==> config.mk <==
export PLATFORM = sky130hd
export DESIGN_NAME = perf_counter_dump
export DESIGN_NICKNAME = d
export VERILOG_FILES = /design/src/rtl/perf_counter_dump.sv
export SDC_FILE = /design/constraint.sdc
export NUM_CORES = 1
export LEC_CHECK = 0
export ABC_AREA = 1
export BUFFER_PORTS_ARGS = -buffer_cell sky130_fd_sc_hd__buf_4
export CAP_MARGIN = 20
export CORE_AREA = 10 10 234 236
export CTS_CLUSTER_SIZE = 25
export DETAILED_ROUTE_END_ITERATION = 8
export DIE_AREA = 0 0 244 246
export PLACE_DENSITY = 0.49
export RECOVER_POWER = 50
export REMOVE_ABC_BUFFERS = 1
export SLEW_MARGIN = 20
export SYNTH_ARGS = -nofsm -noshare
export SYNTH_HDL_FRONTEND = slang
export SYNTH_SLANG_ARGS = --single-unit
==> constraint.sdc <==
create_clock -name clk -period 5.6 [get_ports clk]
set_clock_uncertainty 0.2 [all_clocks]
set_input_delay 0.28 -clock clk [delete_from_list [all_inputs] [get_ports clk]]
set_output_delay 0.28 -clock clk [all_outputs]
set_load 0.005 [all_outputs]
==> src/rtl/perf_counter_dump.sv <==
`default_nettype none
// +------------------------------------------------------------------------+
// | Module : perf_counter_dump                                             |
// | Snapshots the counter bank on request and streams (id, value) records  |
// | over valid/ready. Optional macro PERF_DUMP_CHECKSUM_EN appends an XOR  |
// | checksum record.                                                       |
// | Revision: 1.0                                                          |
// +------------------------------------------------------------------------+
module perf_counter_dump #(
  parameter int NUM_CTRS     = 9,
  parameter int CTR_W        = 32,
  parameter int ID_W         = 4,
  parameter int CYCLE_ADJUST = 10
) (
  input  logic                      clk,
  input  logic                      rst_n,
  input  logic [NUM_CTRS*CTR_W-1:0] ctr_in,
  input  logic                      dump_req,
  output logic                      out_valid,
  input  logic                      out_ready,
  output logic [ID_W-1:0]           out_id,
  output logic [CTR_W-1:0]          out_data,
  output logic                      out_last,
  output logic                      busy,
  output logic                      done
);

`ifdef PERF_DUMP_CHECKSUM_EN
  localparam int NUM_REC = NUM_CTRS + 1;
`else
  localparam int NUM_REC = NUM_CTRS;
`endif

  localparam logic [ID_W-1:0]  LAST_IDX = ID_W'(NUM_REC - 1);
  localparam logic [CTR_W-1:0] ADJ      = CTR_W'(CYCLE_ADJUST);

  typedef enum logic [1:0] {
    S_IDLE = 2'd0,
    S_SEND = 2'd1,
    S_DONE = 2'd2
  } state_t;

  state_t            state_q, state_d;
  logic [ID_W-1:0]   idx_q, idx_d;
  logic [CTR_W-1:0]  shadow_q [NUM_REC];
  logic [CTR_W-1:0]  shadow_d [NUM_REC];
  logic [CTR_W-1:0]  snap     [NUM_REC];
  logic [CTR_W-1:0]  c0_raw;

  assign c0_raw = ctr_in[0 +: CTR_W];

  // Counter 0 loses the measurement overhead, but never wraps below it.
  always_comb begin
    for (int k = 0; k < NUM_REC; k++) begin
      snap[k] = '0;
    end
    snap[0] = (c0_raw > ADJ) ? (c0_raw - ADJ) : c0_raw;
    for (int k = 1; k < NUM_CTRS; k++) begin
      snap[k] = ctr_in[k*CTR_W +: CTR_W];
    end
`ifdef PERF_DUMP_CHECKSUM_EN
    for (int k = 0; k < NUM_CTRS; k++) begin
      snap[NUM_CTRS] = snap[NUM_CTRS] ^ snap[k];
    end
`endif
  end

  always_comb begin
    state_d  = state_q;
    idx_d    = idx_q;
    shadow_d = shadow_q;
    case (state_q)
      S_IDLE: begin
        if (dump_req) begin
          shadow_d = snap;
          idx_d    = '0;
          state_d  = S_SEND;
        end
      end
      S_SEND: begin
        if (out_ready) begin
          if (idx_q == LAST_IDX) begin
            state_d = S_DONE;
          end else begin
            idx_d = idx_q + 1'b1;
          end
        end
      end
      S_DONE:  state_d = S_IDLE;
      default: state_d = S_IDLE;
    endcase
  end

  always_ff @(posedge clk or negedge rst_n) begin
    if (!rst_n) begin
      state_q <= S_IDLE;
      idx_q   <= '0;
      for (int k = 0; k < NUM_REC; k++) begin
        shadow_q[k] <= '0;
      end
    end else begin
      state_q  <= state_d;
      idx_q    <= idx_d;
      shadow_q <= shadow_d;
    end
  end

  // Record fields are gated so the bus reads all-zero outside SEND.
  always_comb begin
    out_valid = (state_q == S_SEND);
    busy      = (state_q == S_SEND);
    done      = (state_q == S_DONE);
    out_id    = '0;
    out_data  = '0;
    out_last  = 1'b0;
    if (state_q == S_SEND) begin
      out_id   = idx_q;
      out_data = shadow_q[idx_q];
      out_last = (idx_q == LAST_IDX);
    end
  end

endmodule
`default_nettype wire

==> summary.txt, run 1 <==
Die
  • Die width: 244 um
  • Num ports: around 330
  • Rows: 82
  • Starting Density: 0.2983
  • DIE HEIGHT: 246 um
  • Area of the core: between 0.04 and 0.05 mm2
  • Die footprint: ~0.06 mm2

Pwr
  • Maximum vdd ir drop: ~0.00037 V
  • Internal power component: around 6.4 mW
  • Logic pwr share: 0.409
  • Sw Share: 0.3844
  • Flop pwr share: 0.338
  • Leak Pwr: approximately 11 nW
  • Pwr dens: around 480 mW/mm2
  • Sw power: between 4 and 5 mW
  • Tot Pwr: approximately 10 mW
  • Clock share of power: 0.253

GRT
  • GRT Total Usage: 0.1839
  • Largest net degree at the start of global routing: 163
  • First-pass GRT wire length: around 88000 um
  • Vias in the first global route: 15570
  • Initial antenna violation count: 8
  • Gr ovfl total: 0

Critical path
  • Crit start category: flip-flop
  • WS Path Type: flip-flop to flip-flop
  • FF-to-FF setup slack: 1.88 ns
  • RR Startpoint: state_q[1]
  • Critical-path maximum fanout: between 80 and 90
  • Crit end category: flip-flop
  • CP arrival: 3.91 ns
  • Critical Path RT: slightly below 6 ns
  • R2R Path End: shadow_q[256]
  • FF-to-FF path depth: 5

Worst hold path
  • Hold Path Cell Cnt: 5
  • Hold Path End: shadow_q[278]
  • Hold path startpoint: ctr_in[22]
  • Worst min path class: input port to flip-flop

Finish
  • Area growth, synth to finish: 47.26%
  • Sequential cell area: roughly 0.0074 mm2
  • Nets: roughly 2900
  • Multi-input logic area: between 0.006 and 0.007 mm2
  • Fillcell total: approximately 5000
  • Layout cell share with drive strength beyond 1: 0.1681

Synth
  • Post-Syn Area: between 0.01 and 0.015 mm2
  • Distinct cells, synth: 32
  • Post-synthesis sequential area ratio: 0.4947
  • Syn. warnings: 0
  • Post-synthesis area per instance: ~7.4 um2
  • Post-synthesis register bit count: between 200 and 300
  • Cell count after synthesis: approximately 2000

CTS
  • CTS tree: done
  • Clock Pin Slew Worst Setup and Hold Paths: 0.06 ns
  • Setup Buffers After CTS: 0
  • CTS sink cnt: ~290
  • Root Driver: clkbuf_16
  • Max Root-Sink Buffers: 3
  • CTS hold repair buffers: approximately 290
  • Num CTS Buffers: 38
  • Worst-Skew Late Latency: around 0.55 ns
  • Cts repair resizes: 0
  • CTS H-tree depth: 2

Timing
  • Slew headroom: -0.7825
  • Crit share post-route: 0.6649
  • Slew Limit Fails: 87
  • RSZ-0062 raised after global routing: no
  • Final Hold Viols: 0
  • Minimum clock period: 3.723 ns
  • Worst-Margin Slew: 2.674 ns
  • Max Freq: between 200 and 300 MHz
  • Endpoints failing setup: 0
  • Final setup margin: around 1.9 ns

Routing
  • DRC Markers: 0
  • Antenna-violating nets left: 0
  • Mean number of vias per cell: between 4 and 5
  • DRT Pass-1 Iters: 6
  • Drt total wl: approximately 56000 um
  • DR WL/cell: approximately 17 um
  • Vias: about 15000
  • Starting DRT DRC Count: 1148

Placed design
  • Hpwl dp: 35060 um
  • GP Congestion: 0.8520
  • Pre-CTS setup slack: around 2.5 ns
  • Port bufs: roughly 330

Job
  • Max_cap viols: 2

Status
  • Status: finished with violations
  • Failing checks: capacitance limit, slew limit
==> cell families (layout without fill, tap and decap cells) <==
kind of cell               count (synthesis)  after routing  share of synthesized area
and+or+nand+nor                         1247           1247                     0.3288
buffers and inverters                    181            758                    0.06225
adders and majority gates                  3              3                   0.002524
other                                      0              7                          0
DFF                                      294            294                     0.4947
AOI/OAI and AO/OA                        268            268                     0.1012
xor gates and xnor gates                  18             18                    0.01060
==> cells in the mapped netlist, drive strengths merged <==
cell,count,area [um2]
inv,53,201.5
o21ai,157,785.8
buf,90,579.3
nand4,6,37.54
nand2,918,3466
xor2,9,78.83
nor4,1,21.27
xnor2,9,78.83
nor3,2,10.01
nand3,82,420.4
nor2,236,920.9
dfrtp,294,7357
clkbuf,38,145.1
ha,3,37.54
or2,1,6.260
nand3b,1,7.510
o211ai,64,480.5
a21oi,47,239.0
==> registers in the layout (all words and copies together) (netlist names) <==
register,count
shadow_q,288
state_q,2
idx_q,4
==> worst max-delay path, stage by stage, from the launching register on <==
cell	delay, ns
dfrtp_1	0.34
inv_1	0.07
nand3_1	0.98
buf_4	0.81
buf_4	0.87
o21ai_0	0.16
==> stage by stage <==
step / instances / TNS [ns] / hold slack, ns / instance area, um2 / util
after floorplan: 1883 / -535.87 / -0.2156 / 14150 / -
after global placement: 2902 / 0 / 0.1158 / 17640 / 0.3538
after detailed placement: 2903 / 0 / 0.1148 / 17670 / 0.3543
after CTS: 3260 / 0 / 0.003474 / 21910 / 0.4394
after global routing: 3264 / 0 / 0.04491 / 21890 / 0.4391
final: 3267 / 0 / 0.02263 / 21900 / 0.4393
==> worst max path at each step <==
stage                          start       endpoint  slack [ns]  cells after the start
after floorplan           state_q[1]  shadow_q[263]       -1.99                      5
after global placement      idx_q[0]   out_data[19]        2.50                      8
after detailed placement    idx_q[0]   out_data[19]        2.55                      8
after CTS                   idx_q[0]   out_data[19]        1.94                      8
after global routing           rst_n   shadow_q[75]        1.58                      3
final                     state_q[1]  shadow_q[256]        1.88                      5
==> power groups by stage <==
stage	clock [mW]	combinational [mW]	sequential (mW)
floorplan	0	2.45	3.55
global placement	0	4.10	3.53
detailed placement	0	4.16	3.54
CTS	2.71	4.35	3.52
global route	2.79	4.89	3.64
finish	2.64	4.26	3.53
==> layer usage <==
| metal | vias to the layer above | share of wire | global-route usage |
|---|---|---|---|
| met1 | 7100 | 0.47 | 0.2471 |
| li1 | 7465 | - | - |
| met2 | 343 | 0.47 | 0.2977 |
| met5 | - | 0.00037 | 0 |
| met3 | 75 | 0.042 | 0.03051 |
| met4 | 4 | 0.024 | 0.05772 |
==> placed cells by master, fill, tap and decap left out, types with 2 or more instances in the layout <==
cell           instances
a21oi_1               46
nor3_1                 2
clkinv_4               2
clkbuf_8              11
nor2_4                 2
diode_2                7
clkbuf_16             41
clkbuf_1               9
nand2_2                5
nand4_1                6
o211ai_1              64
dfrtp_4                2
dfrtp_1              291
buf_4                340
nand2_1              912
inv_2                  3
bufinv_16              4
o21ai_1               29
nand3_1               81
clkinv_2               6
xor2_1                 9
xnor2_1                9
ha_1                   3
o21ai_0              128
nor2_1               229
inv_1                 47
nor2_2                 5
dlygate4sd3_1        287
==> cell type report <==
type,count,share of cell area
clock buffer,58,0.05478
antenna,7,0.0007998
inverter,53,0.009711
sequential,294,0.3363
multi-input combinational,1536,0.3003
timing repair buffer,635,0.2519
clock inverter,12,0.007769
tap,672,0.03839
Note: power is estimated with default switching activity, not from simulation.
==> run 2, diff against run 1 <==
- ABC_AREA: 1 -> 0
- CORE_AREA: 10 10 234 236 -> 10 10 229 231
- DIE_AREA: 0 0 244 246 -> 0 0 239 241
- PLACE_DENSITY: 0.49 -> 0.51
- clock period: 5.6 -> 3.4 ns (I/O delays scaled with it)
==> summary.txt, run 2 <==
CTS
  • CTS H-tree depth: 2 (unchanged)
  • Worst-Skew Late Latency: 0.53 ns (-0.02 ns)
  • Clock Pin Slew Worst Setup and Hold Paths: 0.06 ns (about the same)
  • Max Root-Sink Buffers: 3 (unchanged)
  • CTS sink cnt: 294 (unchanged)
  • Num CTS Buffers: 39 (+2.6%)
  • Root Driver: clkbuf_16
  • CTS tree: done

Critical path
  • FF-to-FF setup slack: 0.11 ns (-1.77 ns)
  • Crit end category: flip-flop
  • CP arrival: 3.69 ns (-0.22 ns)
  • Crit start category: input port
  • R2R Path End: shadow_q[267]
  • RR Startpoint: state_q[0]
  • FF-to-FF path depth: 5 (unchanged)
  • Critical-path maximum fanout: 9 (-90%)
  • WS Path Type: input port to flip-flop
  • Critical Path RT: 3.68 ns (-2.11 ns)

Finish
  • Fillcell total: 4483 (-10%)
  • Layout cell share with drive strength beyond 1: 0.2225 (+0.05444)
  • Nets: 2497 (-12%)
  • Largest Register: shadow_q
  • Area growth, synth to finish: 54.10%
  • Largest register FFs: 288 (unchanged)
  • Most frequent cells in the layout: nand2_1 (799), buf_4 (342), dlygate4sd3_1 (328), dfrtp_1 (290), nor2_1 (89)
  • Regs by FF count: shadow_q: 288 flops, idx_q: 4 flops, state_q: 2 flops
  • Commonest non-fill, non-tap cell in the layout: nand2_1

Die
  • Num ports: 332 (unchanged)
  • Starting Density: 0.2976 (-0.0006734)
  • Rows: 80 (-2.4%)
  • DIE HEIGHT: 241 um (-2.0%)
  • Die width: 239 um (-2.0%)
  • Die footprint: 0.05760 mm2 (-4.0%)
  • Area of the core: 0.04755 mm2 (-4.6%)

Synth
  • EDFF count, synth: 0 (unchanged)
  • Post-synthesis register bit count: 294 (unchanged)
  • Post-synthesis area per instance: 8.950 um2 (+21%)
  • Syn. warnings: 0 (unchanged)
  • Distinct cells, synth: 51 (+59%)
  • Post-Syn Area: 0.01415 mm2 (-4.9%)
  • Commonest cells in the netlist: nand2_1 (799), dfrtp_1 (294), nor2_1 (89), clkbuf_1 (83), mux4_2 (64)
  • Synth top area share: 0.5199 (+0.02528)
  • Largest cells by area after synthesis: dfrtp_1 (52%), nand2_1 (21%), mux4_2 (10%)
  • Asr flop ratio synth: 1.000 (unchanged)
  • Top-count cell post-synth: nand2_1
  • Ys flop type: dfrtp_1
  • Synth area leader: dfrtp_1
  • Cell count after synthesis: 1581 (-21%)
  • Post-synthesis sequential area ratio: 0.5199 (+0.02528)

GRT
  • GRT Total Usage: 0.1805 (-0.003454)
  • Met1 Usage GRT: 0.2408 (-0.006346)
  • Vias in the first global route: 14320 (-8.0%)
  • First-pass GRT wire length: 81900 um (-7.3%)
  • Met2 usage: 0.2954 (-0.002361)
  • Largest net degree at the start of global routing: 91 (-44%)
  • Initial antenna violation count: 3 (-5)
  • Gr ovfl total: 0 (unchanged)
  • Grt met3 use: 0.04129 (+0.01078)
  • GRT Max-Usage Layer: met2

Timing
  • Endpoints failing setup: 1 (+1)
  • Max Freq: 293.9 MHz
  • Minimum clock period: between 3 and 4 ns
  • Slew headroom: -0.5648 (+0.2178)
  • RSZ-0062 raised after global routing: yes
  • Final setup margin: -0.002633 ns (-1.879 ns)
  • Slew Limit Fails: 172 (+98%)
  • Crit share post-route: 1.001
  • Worst-Margin Slew: 2.347 ns (-0.3267 ns)
  • Final Hold Viols: 0 (unchanged)

Routing
  • DRC Markers: 0 (unchanged)
  • Vias: 13330 (-11%)
  • Drt total wl: 51890 um (-8.1%)
  • DRT Pass-1 Iters: 5 (-1)
  • DR WL/cell: 18.24 um (+5.6%)
  • Antenna-violating nets left: 0 (unchanged)
  • Mean number of vias per cell: 4.684 (+2.1%)
  • Starting DRT DRC Count: 836 (-27%)

Worst hold path
  • Worst min path class: input port to flip-flop
  • Hold Path End: idx_q[1]
  • Hold Path Cell Cnt: 5 (unchanged)
  • Hold path startpoint: dump_req

Pwr
  • Tot Pwr: 16.93 mW (+62%)
  • Maximum vdd ir drop: 0.0003692 V (+0.19%)
  • Pwr dens: 776.5 mW/mm2 (+63%)
  • Leak Pwr: 10.66 nW (-2.7%)

Placed design
  • Port bufs: 331 (unchanged)
  • Pre-CTS setup slack: 0.8746 ns (-1.675 ns)
  • GP Congestion: 0.8065 (-5.3%)
  • Hpwl dp: 34890 um (-0.49%)

Status
  • Status: finished with violations
  • Failing checks: capacitance limit, slew limit, setup timing

Job
  • Max_cap viols: 2 (unchanged)
==> run 2: cell count changes after synthesis, sizes merged, moves of 7 or more <==
| cell | delta |
|---|---|
| mux2i | +32 |
| nand2 | -119 |
| o21ai | -134 |
| mux4 | +64 |
| a31oi | +10 |
| inv | -43 |
| clkbuf | +45 |
| nand3 | -68 |
| nor2 | -146 |
| nor3 | +7 |
| o211ai | -55 |
| or4 | +17 |
| buf | -68 |
==> run 2: critical path, cell delays in order <==
cell	delay (ns)
dlygate4sd3_1	0.56
buf_4	0.16
or4_4	0.58
and4bb_4	0.45
o211ai_4	0.13
or3_1	0.33
dlygate4sd3_1	0.57
a31oi_1	0.17
dlygate4sd3_1	0.56
==> run 2: worst max-delay path by stage <==
stage | startpoint | endpoint | cells after the start
floorplan | state_q[1] | shadow_q[265] | 4
global placement | idx_q[1] | out_data[15] | 7
detailed placement | idx_q[1] | out_data[15] | 7
CTS | ctr_in[11] | shadow_q[284] | 9
global route | ctr_in[6] | shadow_q[284] | 9
finish | ctr_in[6] | shadow_q[284] | 9
==> run 2: power by group <==
group          switching, mW  internal (mW)
combinational           3.19           3.56
sequential              1.16           5.15
clock                   1.56           2.30
total                   5.92           11.0
==> run 2: timing repair <==
action / CTS / global route
hold buffers: 328 / 0
buffers inserted: 0 / 2
endpoints found under the hold margin: 415 / 0
setup endpoints to repair: 0 / 10
resized for setup: 0 / 5
==> run 2: cell type report <==
type / instances / area, um2 / area share
Multi-Input combinational cell: 1172 / 6369 / 0.2921
Clock inverter: 11 / 92.59 / 0.004246
Clock buffer: 57 / 1094 / 0.05015
Sequential cell: 294 / 7370 / 0.3380
Antenna cell: 1 / 2.502 / 0.0001148
Timing Repair Buffer: 685 / 6071 / 0.2784
Inverter: 10 / 37.54 / 0.001721
Tap cell: 615 / 769.5 / 0.03529
==> run 2: routing by layer <==
layer | part of all wire | vias to the layer above | routed length [um]
met4 | 0.015 | 6 | 799
li1 | - | 6411 | -
met1 | 0.46 | 6495 | 23830
met3 | 0.057 | 63 | 2958
met2 | 0.47 | 350 | 24270
met5 | 0.00064 | - | 33
==> run 2: stage by stage <==
stage / setup TNS, ns / instances / hold WS, ns / area, um2 / util
after floorplan: -3663.74 / 1476 / -0.3256 / 13730 / -
after global placement: 0 / 2446 / 0.06142 / 17340 / 0.3647
after detailed placement: 0 / 2446 / 0.05189 / 17340 / 0.3647
after CTS: 0 / 2842 / 0.007369 / 21810 / 0.4587
after global routing: -2.127 / 2844 / 0.02619 / 21800 / 0.4586
final: -0.002633 / 2845 / 0.04037 / 21800 / 0.4586
==> run 2: cell families (layout without fill, tap and decap cells) <==
logic type,count (synthesis),count (layout),share of synthesized area
xor+xnor,8,8,0.004951
other cells,0,1,0
mux,96,96,0.1245
compound gates,103,103,0.04519
flops,294,294,0.5199
buf+inv,115,763,0.03210
simple gates,962,962,0.2707
fa+ha+maj,3,3,0.002653
==> run 3, diff against run 2 <==
- SETUP_SLACK_MARGIN: unset -> 0.15
==> summary.txt, run 3 (synthesis gave the netlist of run 2 again) <==
CTS
  • Root Driver: clkbuf_16
  • Num CTS Buffers: 39 (unchanged)
  • CTS tree: done
  • Worst-Skew Late Latency: 0.54 ns (about the same)
  • CTS sink cnt: 294 (unchanged)
  • Max Root-Sink Buffers: 3 (unchanged)
  • CTS H-tree depth: 2 (unchanged)
  • Clock Pin Slew Worst Setup and Hold Paths: 0.06 ns (about the same)

GRT
  • Gr ovfl total: 0 (unchanged)
  • First-pass GRT wire length: 81710 um (-0.23%)
  • Vias in the first global route: 14280 (-0.34%)
  • GRT Total Usage: 0.1801 (-0.0003484)
  • Largest net degree at the start of global routing: 91 (unchanged)
  • Initial antenna violation count: 3 (unchanged)

Timing
  • Worst-Margin Slew: 1.881 ns (-0.4659 ns)
  • Crit share post-route: 0.9427 (-0.05808)
  • Endpoints failing setup: 0 (-1)
  • Minimum clock period: 3.205 ns (-0.1975 ns)
  • Slew Limit Fails: 227 (+32%)
  • Final Hold Viols: 0 (unchanged)
  • Slew headroom: -0.2542 (+0.3106)
  • RSZ-0062 raised after global routing: yes
  • Max Freq: 312.0 MHz (+6.2%)

Routing
  • DRT Pass-1 Iters: 5 (unchanged)
  • Vias: 13230 (-0.70%)
  • DRC Markers: 0 (unchanged)
  • Drt total wl: 52140 um (+0.47%)
  • Mean number of vias per cell: 4.669 (-0.31%)
  • DR WL/cell: 18.40 um (+0.86%)
  • Antenna-violating nets left: 0 (unchanged)
  • Starting DRT DRC Count: 798 (-4.5%)

Status
  • Status: finished with violations
  • Failing checks: capacitance limit, slew limit

Placed design
  • Placed cell area: 0.01734 mm2 (unchanged)
  • Port bufs: 331 (unchanged)
  • Cell Count Post-Placement: 2446 (unchanged)
  • GP Congestion: 0.8065 (unchanged)
  • Hpwl dp: 34890 um (unchanged)

Finish
  • Commonest non-fill, non-tap cell in the layout: nand2_1
  • Largest Register: shadow_q
  • Most frequent cells in the layout: nand2_1 (799), buf_4 (340), dlygate4sd3_1 (318), dfrtp_1 (290), nor2_1 (89)
  • Nets: 2486 (-0.44%)
  • Sequential cell area: 0.007370 mm2 (unchanged)
  • Non-filler instance count after layout: 2834 (-0.39%)
  • Largest register FFs: 288 (unchanged)
  • Regs by FF count: shadow_q: 288 flops, idx_q: 4 flops, state_q: 2 flops
  • Layout cell share with drive strength beyond 1: 0.2223 (-0.0002490)
  • Area growth, synth to finish: 53.20%
  • Multi-input logic area: 0.006381 mm2 (+0.20%)
  • Cell area after layout: 0.02168 mm2 (-0.59%)
  • Fillcell total: 4492 (+0.20%)

Critical path
  • CP arrival: 3.43 ns (-0.26 ns)
  • Crit end category: flip-flop
  • WS Path Type: input port to flip-flop
  • Crit start category: input port
  • Critical Path RT: 3.63 ns (-0.05 ns)
  • Critical-path maximum fanout: 9 (unchanged)

Worst hold path
  • Worst min path class: input port to async pin

Die
  • Rows: 80 (unchanged)
  • Starting Density: 0.2976 (unchanged)
  • DIE HEIGHT: 241 um (unchanged)
  • Num ports: 332 (unchanged)
  • Die footprint: 0.05760 mm2 (unchanged)
  • Die width: 239 um (unchanged)
  • Area of the core: 0.04755 mm2 (unchanged)

Pwr
  • Leak Pwr: 10.60 nW (-0.57%)
  • Pwr dens: 777.5 mW/mm2 (+0.13%)
  • Internal power component: 10.93 mW (-0.72%)
  • Sw Share: 0.3512 (+0.001730)
  • Sw power: 5.919 mW (about the same)
  • Flop pwr share: 0.375 (+0.002)
  • Logic pwr share: 0.396 (-0.003)
  • Maximum vdd ir drop: 0.0003704 V (+0.31%)
  • Clock share of power: 0.229 (about the same)

Job
  • Max_cap viols: 3 (+1)
==> run 3: cell count changes in the layout (fill, tap and decap cells not counted), sizes merged <==
cell,previous run,this run
dlygate4sd3,328,318
buf,353,350
clkbuf,61,62
or3b,1,2
==> run 3: power groups by stage <==
stage / registers, mW / clock network, mW / logic (mW)
after global placement: 6.35 / 0 / 6.29
after CTS: 6.33 / 4.00 / 6.80
after floorplan: 6.23 / 0 / 4.45
after global routing: 6.53 / 4.14 / 7.55
final: 6.32 / 3.86 / 6.67
after detailed placement: 6.37 / 0 / 6.39
==> run 3: per-layer routing <==
layer | vias to the layer above | part of all wire | global-route usage
met4 | 6 | 0.015 | 0.03647
met3 | 63 | 0.052 | 0.04118
li1 | 6383 | - | -
met2 | 303 | 0.47 | 0.2942
met5 | - | 0.00063 | 0
met1 | 6477 | 0.46 | 0.2409
==> run 3: area by class of cell <==
class                   instances  share of cell area
repair buffers                673              0.2736
multi-input cells            1173              0.2944
clock inverters                11            0.004271
well taps                     615             0.03550
inverters                      10            0.001732
flip-flops and latches        294              0.3400
diodes                          1           0.0001154
clock buffers                  57             0.05045
==> run 3: path summary, 6_finish.rpt <==
| path | startpoint | end | slack (ns) | depth (start not counted) |
|---|---|---|---|---|
| worst max-delay path | ctr_in[1] | shadow_q[285] | 0.19 | 11 |
| worst min-delay path | rst_n | shadow_q[124] | 0.05 | 2 |
| worst max register to register | state_q[1] | shadow_q[265] | 0.29 | 5 |
| worst min register to register | shadow_q[81] | shadow_q[81] | 0.27 | 2 |
| max in group asynchronous | rst_n | idx_q[3] | 0.61 | 3 |
| min in group clk | dump_req | idx_q[1] | 0.08 | 5 |
==> run 3: worst max-delay path: stages <==
cell,delay (ns)
dlygate4sd3_1,0.53
buf_4,0.14
inv_1,0.08
ha_1,0.27
nor2b_1,0.51
nor2_4,0.14
and2_2,0.30
nand4_1,0.10
dlygate4sd3_1,0.55
nand3_1,0.07
dlygate4sd3_1,0.57
==> run 3: stage by stage <==
stage	setup WS [ns]	TNS [ns]	power (mW)	util	hold slack (ns)
CTS	0.1689	0	17.13	0.4566	0.007369
floorplan	-13.95	-3663.74	10.69	-	-0.3256
detailed placement	0.8746	0	12.76	0.3647	0.05189
global placement	0.8810	0	12.64	0.3647	0.06142
finish	0.1948	0	16.85	0.4559	0.04956
global route	0.05526	0	18.21	0.4559	0.06293
==> run 3: repair_timing <==
item	in CTS	in global routing
buffers inserted	0	0
setup endpoints to repair	0	6
gates resized for setup	0	5
endpoints found under the hold margin	415	0
hold buffers	318	0
